`src/rtl/uart_rx_fifo_pkg.sv`:
```
// rtl/uart_rx_fifo_pkg.sv - shared defaults, bus register map and status-byte helper for the UART RX FIFO.
package uart_rx_fifo_pkg;

  localparam int WIDTH_DEF      = 8;
  localparam int DEPTH_LOG2_DEF = 4;
  localparam int THRESH_DEF     = 12;
  localparam int IDLE_CNT_W     = 11;

  typedef enum logic [3:0] {
    REG_STATUS  = 4'd8,
    REG_DATA    = 4'd9,
    REG_OVR_CLR = 4'd10
  } reg_off_e;

  localparam int ST_TX_IDLE_BIT   = 7;
  localparam int ST_NOT_EMPTY_BIT = 6;
  localparam int ST_OVERRUN_BIT   = 5;
  localparam int ST_FULL_BIT      = 4;

  function automatic logic [7:0] status_byte(input logic tx_idle, input logic not_empty,
                                             input logic overrun, input logic full);
    logic [7:0] s;
    s = '0;
    s[ST_TX_IDLE_BIT]   = tx_idle;
    s[ST_NOT_EMPTY_BIT] = not_empty;
    s[ST_OVERRUN_BIT]   = overrun;
    s[ST_FULL_BIT]      = full;
    return s;
  endfunction

endpackage

```
`src/rtl/fifo_ctrl.sv`:
```
// rtl/fifo_ctrl.sv - pointer, fill-count and full/empty bookkeeping for the RX FIFO.
module fifo_ctrl #(
  parameter int DEPTH_LOG2 = 4
) (
  input  logic                  clk,
  input  logic                  rst_n,
  input  logic                  push_req_i,
  input  logic                  pop_req_i,
  output logic                  push_o,
  output logic                  drop_o,
  output logic [DEPTH_LOG2-1:0] wr_ptr_o,
  output logic [DEPTH_LOG2-1:0] rd_ptr_o,
  output logic [DEPTH_LOG2:0]   count_o,
  output logic [DEPTH_LOG2:0]   count_d_o,
  output logic                  not_empty_o,
  output logic                  full_o
);

  localparam logic [DEPTH_LOG2:0]   DEPTH   = (DEPTH_LOG2+1)'(1) << DEPTH_LOG2;
  localparam logic [DEPTH_LOG2:0]   CNT_ONE = (DEPTH_LOG2+1)'(1);
  localparam logic [DEPTH_LOG2-1:0] PTR_ONE = DEPTH_LOG2'(1);

  logic [DEPTH_LOG2-1:0] wr_ptr_q, wr_ptr_d, rd_ptr_q, rd_ptr_d;
  logic [DEPTH_LOG2:0]   count_q, count_d;
  logic                  not_empty_q, full_q;
  logic                  pop, push;

  // A pop in the same cycle frees a slot, so a full FIFO still accepts the byte.
  always_comb begin
    pop      = pop_req_i & not_empty_q;
    push     = push_req_i & (~full_q | pop);
    wr_ptr_d = push ? wr_ptr_q + PTR_ONE : wr_ptr_q;
    rd_ptr_d = pop  ? rd_ptr_q + PTR_ONE : rd_ptr_q;
    count_d  = count_q;
    case ({push, pop})
      2'b10:   count_d = count_q + CNT_ONE;
      2'b01:   count_d = count_q - CNT_ONE;
      default: count_d = count_q;
    endcase
  end

  always_ff @(posedge clk or negedge rst_n) begin
    if (!rst_n) begin
      wr_ptr_q    <= '0;
      rd_ptr_q    <= '0;
      count_q     <= '0;
      not_empty_q <= 1'b0;
      full_q      <= 1'b0;
    end else begin
      wr_ptr_q    <= wr_ptr_d;
      rd_ptr_q    <= rd_ptr_d;
      count_q     <= count_d;
      not_empty_q <= (count_d != '0);
      full_q      <= (count_d == DEPTH);
    end
  end

  assign push_o      = push;
  assign drop_o      = push_req_i & full_q & ~pop;
  assign wr_ptr_o    = wr_ptr_q;
  assign rd_ptr_o    = rd_ptr_q;
  assign count_o     = count_q;
  assign count_d_o   = count_d;
  assign not_empty_o = not_empty_q;
  assign full_o      = full_q;

endmodule

```
`src/rtl/uart_rx_fifo.sv`:
```
// rtl/uart_rx_fifo.sv - UART receive FIFO with show-ahead data, sticky overrun and active-low IRQ.
// Define RX_FIFO_THRESH_EN for fill-threshold plus idle-timeout interrupt.
module uart_rx_fifo
  import uart_rx_fifo_pkg::*;
#(
  parameter int WIDTH      = WIDTH_DEF,
`ifdef RX_FIFO_THRESH_EN
  parameter int THRESH     = THRESH_DEF,
`endif
  parameter int DEPTH_LOG2 = DEPTH_LOG2_DEF
) (
  input  logic                  clk,
  input  logic                  rst_n,
  input  logic [WIDTH-1:0]      rx_data,
  input  logic                  rx_strobe,
  input  logic                  rd,
  input  logic                  ovr_clr,
  output logic [WIDTH-1:0]      dout,
  output logic                  not_empty,
  output logic                  full,
  output logic                  overrun,
  output logic [DEPTH_LOG2:0]   count,
  output logic                  irq_n
);

  localparam int DEPTH = 1 << DEPTH_LOG2;

  logic                  push, drop;
  logic [DEPTH_LOG2-1:0] wr_ptr, rd_ptr;
  logic [DEPTH_LOG2:0]   count_d;
  logic                  overrun_q, overrun_d;
  logic                  irq_n_q, irq_n_d;
  logic [WIDTH-1:0]      mem_q [DEPTH];

  fifo_ctrl #(.DEPTH_LOG2(DEPTH_LOG2)) u_ctrl (
    .clk         (clk),
    .rst_n       (rst_n),
    .push_req_i  (rx_strobe),
    .pop_req_i   (rd),
    .push_o      (push),
    .drop_o      (drop),
    .wr_ptr_o    (wr_ptr),
    .rd_ptr_o    (rd_ptr),
    .count_o     (count),
    .count_d_o   (count_d),
    .not_empty_o (not_empty),
    .full_o      (full)
  );

  always_ff @(posedge clk) begin
    if (push) mem_q[wr_ptr] <= rx_data;
  end

  // A fresh drop wins over a same-cycle clear.
  assign overrun_d = drop | (overrun_q & ~ovr_clr);

`ifdef RX_FIFO_THRESH_EN
  localparam logic [DEPTH_LOG2:0] THRESH_LVL = THRESH[DEPTH_LOG2:0];

  logic                  pop;
  logic [IDLE_CNT_W-1:0] idle_cnt_q, idle_cnt_d;
  logic                  idle_to_q, idle_to_d;

  always_comb begin
    pop        = rd & not_empty;
    idle_cnt_d = '0;
    idle_to_d  = idle_to_q;
    if (not_empty && !push && !pop) begin
      idle_cnt_d = idle_cnt_q + IDLE_CNT_W'(1);
      if (idle_cnt_q == '1) idle_to_d = 1'b1;
    end
    if (pop) idle_to_d = 1'b0;
    irq_n_d = ~((count_d >= THRESH_LVL) | overrun_d | idle_to_d);
  end

  always_ff @(posedge clk or negedge rst_n) begin
    if (!rst_n) begin
      idle_cnt_q <= '0;
      idle_to_q  <= 1'b0;
    end else begin
      idle_cnt_q <= idle_cnt_d;
      idle_to_q  <= idle_to_d;
    end
  end
`else
  assign irq_n_d = ~((count_d != '0) | overrun_d);
`endif

  always_ff @(posedge clk or negedge rst_n) begin
    if (!rst_n) begin
      overrun_q <= 1'b0;
      irq_n_q   <= 1'b1;
    end else begin
      overrun_q <= overrun_d;
      irq_n_q   <= irq_n_d;
    end
  end

  assign dout    = not_empty ? mem_q[rd_ptr] : '0;
  assign overrun = overrun_q;
  assign irq_n   = irq_n_q;

endmodule

```
`config.mk`:
```
export PLATFORM = sky130hd
export DESIGN_NAME = uart_rx_fifo
export DESIGN_NICKNAME = d
export VERILOG_FILES = /design/src/rtl/uart_rx_fifo_pkg.sv /design/src/rtl/fifo_ctrl.sv /design/src/rtl/uart_rx_fifo.sv
export SDC_FILE = /design/constraint.sdc
export NUM_CORES = 1
export LEC_CHECK = 0
export ABC_AREA = 0
export ABC_CLOCK_PERIOD_IN_PS = 4500
export BUFFER_PORTS_ARGS = -buffer_cell sky130_fd_sc_hd__clkbuf_2
export CORE_AREA = 2 2 104 106
export CTS_CLUSTER_DIAMETER = 150
export DETAILED_ROUTE_END_ITERATION = 8
export DIE_AREA = 0 0 106 108
export PLACE_DENSITY = 0.76
export REMOVE_ABC_BUFFERS = 1
export SLEW_MARGIN = 20
export SYNTH_ARGS = -nofsm -noshare
export SYNTH_HDL_FRONTEND = slang
export SYNTH_SLANG_ARGS = --single-unit
```
`constraint.sdc`:
```
create_clock -name clk -period 4.5 [get_ports clk]
set_input_delay 0.9 -clock clk [delete_from_list [all_inputs] [get_ports clk]]
set_output_delay 0.9 -clock clk [all_outputs]
set_load 0.1 [all_outputs]
```
# Yosys cells after proc, flatten, opt, wreduce, memory -nomap -nowiden
# Memory sizes are Yosys's and may differ from the RTL's.
# Index checks and enable logic that the tools add are counted.
# Widths: inputs -> output; s select.
[totals]
ff_bits = 17
ramBits = 128
output_inout_bits = 17
memories = 1
[classes]
add_sub_neg = 4
eq_ne = 3
muxes = 4
bitwise_logic = 12
reduce_logical = 1
[memory_table]
columns = ["memory", "words", "word_bits", "read_ports", "rd_clocked_by_memory_dff", "write_ports", "line_no", "text"]
rows = [
  ["mem_q", 16, 8, 1, 0, 1, "uart_rx_fifo.sv:33", "logic [WIDTH-1:0] mem_q [DEPTH];"],
]
[op_table]
columns = ["op", "n"]
rows = [
  ["$pmux 5 s2", 1],
  ["$add 4x1->4 const B", 2],
  ["$mux 8", 1],
  ["$add 5x1->5 const B", 1],
  ["$and 1x1->1", 5],
  ["$eq 5x5->1 const B", 1],
  ["$reduce_bool 5->1", 1],
  ["$sub 5x1->5 const B", 1],
  ["$not 1->1", 4],
  ["$or 1x1->1", 3],
  ["$eq 2x1->1 const B", 1],
  ["$eq 2x2->1 const B", 1],
  ["$mux 1", 2],
]

# Longest topological paths before layout
# Gate-level depths: netlist of the first run.
[logic_depth]
word_depth = 8
depth_mapped = 14
depth_no_buf = 12

# Cells and area by module
# Synthesis of the first run repeated with hierarchy kept, for this count alone.
[unflattened]
hier_cells = 365
area_unflattened_um2 = 5985.7
[modules_own_cells]
columns = ["module", "n_inst", "cells_each", "area_per_inst_um2", "seq_area_each_um2"]
rows = [
  ["uart_rx_fifo", 1, 288, 5141.2, 3895.0],
  ["fifo_ctrl", 1, 77, 844.6, 375.4],
]

# Least setup slack after synthesis of the first run
# Ideal clock, no wire load.
[synth_timing]
path_kind = "flip-flop to output port"
startpoint = "register u_ctrl.rd_ptr_q[2] (netlist: u_ctrl.rd_ptr_o[2])"
endpoint = "output dout[3]"
arrival_ns = 3.418
t_required_ns = 3.600
setup_slack_ns = 0.182
stages_incl_launch_ff = 6
path_buffers = 2
cell_sequence = "dfrtp_1 -> clkbuf_1 -> buf_1 -> mux4_2 -> a22oi_1 -> a21boi_0"
[synth_via]
elab_chain_cells = 2
[synth_lines]
columns = ["element", "line_no", "text"]
rows = [
  ["from (decl)", "fifo_ctrl.sv:23", "logic [DEPTH_LOG2-1:0] wr_ptr_q, wr_ptr_d, rd_ptr_q, rd_ptr_d;"],
  ["from (signal assigned)", "fifo_ctrl.sv:51", "rd_ptr_q <= rd_ptr_d;"],
  ["$mem_v2 16x8", "-", ""],
  ["$mux 8", "uart_rx_fifo.sv:99", "assign dout = not_empty ? mem_q[rd_ptr] : '0;"],
  ["to (decl)", "uart_rx_fifo.sv:18", "output logic [WIDTH-1:0] dout,"],
]
# Every way passes these cells.

# Worst setup path after layout of the first run
[layout_timing]
startpoint = "register u_ctrl.rd_ptr_q[0] (netlist: u_ctrl.rd_ptr_o[0])"
endpoint = "output dout[5]"
# Same word-level chain as after synthesis.

==> results_dict.tcl, run 1 <==
set metrics [dict create \
    status "complete, no violations" \
    yosysWarnings 0 \
    grt_pass1_vias 3156 \
    final_cell_mix "edfxtp_1, mux4_2, clkbuf_2" \
    crit_cells 5 \
    worstPathMaxFanout 20 \
    ys_types 41 \
    gp_congestion 0.847 \
    clk_latency_ns 0.52 \
    routed_wl_um 11700 \
    cts.sinks 145 \
    n_antenna_cell 0 \
    skew_ns 0.00765 \
    r2r-start "u_ctrl.not_empty_o$_DFF_PN0_" \
    tightest_slew_ns 0.966 \
    overflow 0 \
    final_common_cell "edfxtp_1" \
    crit_buf_inv 2 \
    placementRows 37 \
    start_kind "flip-flop" \
    ys_seq_area_frac 0.724 \
    crit_path_max_incr_delay_ns 0.73 \
    cts_tree "done" \
    core_um2 10200 \
    min_path_type "primary input to async pin" \
    htreeDepth 4 \
    dieArea_um2 11400 \
    r2r_end "u_ctrl.not_empty_o$_DFF_PN0_" \
    port-buffer-count 29 \
    holdWs_ns 0.321 \
    fin_nets 374 \
    clock_path_buffers 2 \
    cp.arrival_ns 2.97 \
    viasPerCell 6.04 \
    place_area_um2 6200 \
    grt_usage 0.226 \
    ys_ff_latch 145 \
    io_pins 30 \
    slew_headroom 0.354 \
    drt_iter0_markers 230 \
    clock.fmax_ghz 0.258 \
    critPathSlowestCell "dfrtp_2" \
    yosys.area.top_type "edfxtp_1" \
    maxCapViolations 0 \
    num-fill-cells 690 \
    crit_type "flip-flop to output pin" \
    period_share 0.860 \
    antenna_found_initial 0 \
    area.growth.synth_to_final_pct 13.9 \
    setup_viol 0 \
    critPathTopFamily "flip-flops" \
    finalMaxSlewViolations 0 \
    rsz0062_at_grt "false" \
    crit_chain "buf_12, mux4_2, a22oi_1, a21boi_0, clkbuf_2" \
    drc_errors 0 \
    post_cts_buffers 0 \
    rr_worst_depth 12 \
    post_cts_resized 0 \
    syn-cell-area_um2 5900 \
    grt_pass1_wl_um 18100 \
    grt_max_degree 21 \
    place_hpwl_um 7080 \
    fin_crit_ns 3.87 \
    vias 3031 \
    cts-root-buf "clkbuf_8" \
    r2r_slack_ns 1.23 \
    detail_route.wl_per_cell_um 23.4 \
    syn_area_per_cell_um2 18.8 \
    final_area_um2 6720 \
    end_kind "output pin" \
    numCtsBuffers 17 \
    cts.clk_slew.worst_paths_ns 0.06 \
    synth_top_area_frac 0.651 \
    finalHoldViolations 0 \
    ctsHoldBuffers 0 \
    first_pass_iters 5 \
    antenna_left 0 \
    layout-drive-gt1-share 0.270 \
    start_util 0.577 \
    worstPathRequired_ns 3.60 \
    netlist_instances 314 \
    die_y_um 108 \
    die_w_um 106 \
    yosys-top-cells-area "edfxtp_1, mux4_2, dfrtp_1" \
]
==> cells in the mapped netlist (all sizes together) <==
| master | number |
|---|---|
| a211oi | 1 |
| a21boi | 8 |
| a21oi | 2 |
| a22oi | 16 |
| and2 | 12 |
| and3b | 1 |
| buf | 11 |
| clkbuf | 5 |
| dfrtp | 16 |
| dfstp | 1 |
| edfxtp | 128 |
| ha | 8 |
| inv | 11 |
| mux2 | 2 |
| mux2i | 1 |
| mux4 | 32 |
| nand2 | 6 |
| nand3 | 3 |
| nand4 | 2 |
| nand4b | 1 |
| nor2 | 9 |
| nor2b | 4 |
| nor3 | 4 |
| nor3b | 3 |
| nor4 | 5 |
| nor4b | 1 |
| o2111ai | 1 |
| o21a | 1 |
| o21ai | 4 |
| o31a | 1 |
| or2 | 1 |
| or3b | 2 |
| xnor2 | 8 |
| xor2 | 3 |
==> registers in the layout (all words and copies together), names as in the netlist <==
signal,cells
u_ctrl.count_o,5
mem_q,128
u_ctrl.full_o,1
overrun,1
u_ctrl.not_empty_o,1
irq_n,1
u_ctrl.rd_ptr_o,4
u_ctrl.wr_ptr_o,4
==> layer usage <==
metal,track usage,up-vias,wire (um),part of all wire
met5,0,-,0,0
met3,0.0820,19,883,0.075
met4,0.0677,0,152,0.013
li1,-,1328,-,-
met1,0.281,1557,4720,0.40
met2,0.377,127,5980,0.51
==> worst max path at each step <==
stage,slack (ns),start,endpoint
2_1_floorplan,-0.57,u_ctrl.rd_ptr_o[0]$_DFFE_PN0P_,dout[0]
3_3_place_gp,1.03,rd,u_ctrl.not_empty_o$_DFF_PN0_
3_5_place_dp,0.91,rd,u_ctrl.not_empty_o$_DFF_PN0_
4_1_cts,0.56,u_ctrl.rd_ptr_o[0]$_DFFE_PN0P_,dout[5]
5_1_grt,0.47,u_ctrl.rd_ptr_o[0]$_DFFE_PN0P_,dout[5]
6_report,0.63,u_ctrl.rd_ptr_o[0]$_DFFE_PN0P_,dout[5]
==> per-stage QoR <==
step	setup slack, ns	util	setup TNS (ns)	cells
global route	0.470	0.657	0	502
floorplan	-0.574	-	-4.59	298
detailed placement	0.905	0.606	0	470
global placement	1.03	0.606	0	470
finish	0.630	0.657	0	502
CTS	0.563	0.657	0	502
==> kinds of logic after synthesis <==
group,synth area share
buf+inv,0.0201
simple gates,0.0534
xor+xnor,0.0163
mux,0.128
fa+ha+maj,0.0170
compound gates,0.0418
flops,0.724
==> cell type report <==
class,instances,area (um^2),share of cell area
timing repair buffer,36,210,0.0313
clock buffer,24,450,0.0670
tap,136,170,0.0253
inverter,11,41.3,0.00614
clock inverter,8,65.1,0.00968
sequential,145,4270,0.636
multi-input combinational,142,1510,0.225
Power of run 1 is left out: the tool's default activity adds up to more than one toggle a clock period on the data nets, which glitch-free logic cannot reach.
==> run 2, diff against run 1 <==
--- a/config.mk
+++ b/config.mk
@@ -6,12 +6,13 @@
 export NUM_CORES = 1
 export LEC_CHECK = 0
-export ABC_AREA = 0
+export ABC_AREA = 1
 export ABC_CLOCK_PERIOD_IN_PS = 4500
 export BUFFER_PORTS_ARGS = -buffer_cell sky130_fd_sc_hd__clkbuf_2
+export CAP_MARGIN = 15
 export CORE_AREA = 2 2 104 106
 export CTS_CLUSTER_DIAMETER = 150
 export DETAILED_ROUTE_END_ITERATION = 8
 export DIE_AREA = 0 0 106 108
-export PLACE_DENSITY = 0.76
+export PLACE_DENSITY = 0.77
 export REMOVE_ABC_BUFFERS = 1
 export SLEW_MARGIN = 20
==> constraint.sdc (replaced) <==
create_clock -name clk -period 4.5 [get_ports clk]
set_input_delay 0.675 -clock clk [delete_from_list [all_inputs] [get_ports clk]]
set_output_delay 0.675 -clock clk [all_outputs]
set_load 0.1 [all_outputs]
==> run 2 against run 1 <==
Against the previous run:
- clock-buffer cell count down 7
- utilization grew 0.73 points
- global-route usage is 1.8 points higher
- wire length is 10% higher
- worst setup slack improved by 0.33 ns
- highest routed layer unchanged
==> results_dict.tcl, run 2 <==
set metrics [dict create \
    clock_path_buffers 2 \
    post_cts_buffers 0 \
    cts.sinks 145 \
    maxCapViolations 0 \
    grt_usage 0.244 \
    final_core_util 0.664 \
    place_inst 642 \
    largest_register_ff_count 128 \
    post_cts_resized 0 \
    detail_route.wl_per_cell_um 19.3 \
    syn_area_per_cell_um2 12.1 \
    cts.clk_slew.worst_paths_ns 0.06 \
    dieArea_um2 11400 \
    numCtsBuffers 17 \
    setup_ws_ns 0.963 \
    n_antenna_cell 0 \
    yosysWarnings 0 \
    yosys.area.top_type "edfxtp_1" \
    fin_crit_ns 3.54 \
    worstPathRequired_ns 3.83 \
    final_common_cell "edfxtp_1" \
    clock.fmax_ghz 0.283 \
    ys_seq_area_frac 0.710 \
    synth_top_area_frac 0.639 \
    start_util 0.588 \
    skew_ns 0.00531 \
    highest_layer "met4" \
    area.growth.synth_to_final_pct 13.0 \
    core_um2 10200 \
    cts_tree "done" \
    setup_viol 0 \
    final_cells 672 \
    post-place-ws_ns 1.55 \
    ctsHoldBuffers 0 \
    yosys-top-cells-area "edfxtp_1, nor2_1, dfrtp_1" \
    num-fill-cells 703 \
    final_cell_mix "edfxtp_1, nor2_1, o21ai_0" \
    crit_type "flip-flop to output pin" \
    status "complete, no violations" \
    io_pins 30 \
    rsz0062_at_grt "false" \
    die_w_um 106 \
    wl_met2_um 6380 \
    placementRows 37 \
    synth_flop_cell "edfxtp_1" \
    cp-startpoint "u_ctrl.rd_ptr_o[0]$_DFFE_PN0P_" \
    multi_input_area_um2 1530 \
    place_hpwl_um 8040 \
    grt_pass1_wl_um 20400 \
    grt_max_degree 49 \
    ys_ff_latch 145 \
    synthTopCellsByCount "edfxtp_1, nor2_1, o21ai_0" \
    regArea_um2 4270 \
    first_pass_iters 6 \
    period_share 0.786 \
    cp.arrival_ns 2.86 \
    worstPathMaxFanout 48 \
    netlist_instances 497 \
    antenna_found_initial 0 \
    met3_wirelength_um 927 \
    slew_headroom 0.280 \
    vias 3977 \
    synthArstFlopShare 0.117 \
    grt_pass1_vias 3910 \
    htreeDepth 4 \
    layout-drive-gt1-share 0.123 \
    gp_congestion 0.831 \
    tightest_slew_ns 1.08 \
    ys_types 26 \
    routed_wl_um 13000 \
    drc_errors 0 \
    antenna_left 0 \
    cts-root-buf "clkbuf_8" \
    top_register "mem_q" \
    clk_latency_ns 0.52 \
    synth-edff-count 128 \
    drt_iter0_markers 479 \
    overflow 0 \
    syn-cell-area_um2 6010 \
    port-buffer-count 29 \
    finalMaxSlewViolations 0 \
    die_y_um 108 \
    wl_met1_um 5240 \
    r2r-start "u_ctrl.not_empty_o$_DFF_PN0_" \
    synth.most_common_cell "edfxtp_1" \
    fin_nets 546 \
    end_kind "output pin" \
    start_kind "flip-flop" \
    viasPerCell 5.92 \
    min_path_type "primary input to async pin" \
    finalHoldViolations 0 \
]
## run 2: cell count changes after synthesis, sizes merged, moves of 8 or more
cell    change
mux4       -32
nand2      +29
nand3      +14
a21boi      -8
nor2      +101
a22oi      -16
inv        +10
and2       -12
o21ai      +75
o211ai     +25
## run 2: metal layers
layer  vias to the layer above  GRT usage
met2                       205      0.399
li1                       1838          -
met5                         -          0
met1                      1901      0.317
met4                         0      0.117
met3                        33     0.0494
## run 2: cell families (layout without fill, tap and decap cells)
logic type / after synthesis / count (layout) / share of synthesized area
adders and majority gates: 8 / 8 / 0.0166
AOI/OAI and AO/OA: 120 / 120 / 0.115
buffers and inverters: 48 / 87 / 0.0354
DFF: 145 / 145 / 0.710
and+or+nand+nor: 169 / 169 / 0.113
xor gates and xnor gates: 7 / 7 / 0.0102
## run 2: metrics by stage
step,hold WS [ns],TNS [ns],instance area [um^2]
after global placement,0.545,0,6240
after detailed placement,0.564,0,6240
final,0.111,0,6800
after floorplan,0.379,-0.0466,5890
after global routing,0.130,0,6800
after CTS,0.103,0,6800
## run 2: worst max-delay path, stage by stage (launching register included)
cell and delay (ns):
dfrtp_2 0.57, buf_4 0.47, nor2_1 0.12, nor2_1 0.12, o21ai_0 0.12, o211ai_1 0.13
nand3_1 0.13, a21oi_1 0.18, clkbuf_2 0.48
## run 2: final cells by class
class	instances	share of cell area
well taps	136	0.0250
inverters	23	0.0127
clock inverters	13	0.0206
repair buffers	34	0.0269
multi-input cells	304	0.225
flip-flops and latches	145	0.629
clock buffers	17	0.0609
## run 2: worst paths after layout
check,endpoint,slack (ns),cells past startpoint
worst max-delay path,dout[1],0.96,8
worst min-delay path,u_ctrl.wr_ptr_o[0]$_DFFE_PN0P_,0.11,1
max in group asynchronous,u_ctrl.rd_ptr_o[0]$_DFFE_PN0P_,4.03,1
worst min register to register,u_ctrl.count_o[3]$_DFF_PN0_,0.58,2
min in group clk,overrun$_DFF_PN0_,0.39,2
worst max register to register,u_ctrl.not_empty_o$_DFF_PN0_,2.01,14
Power of run 2 is left out for the same reason.
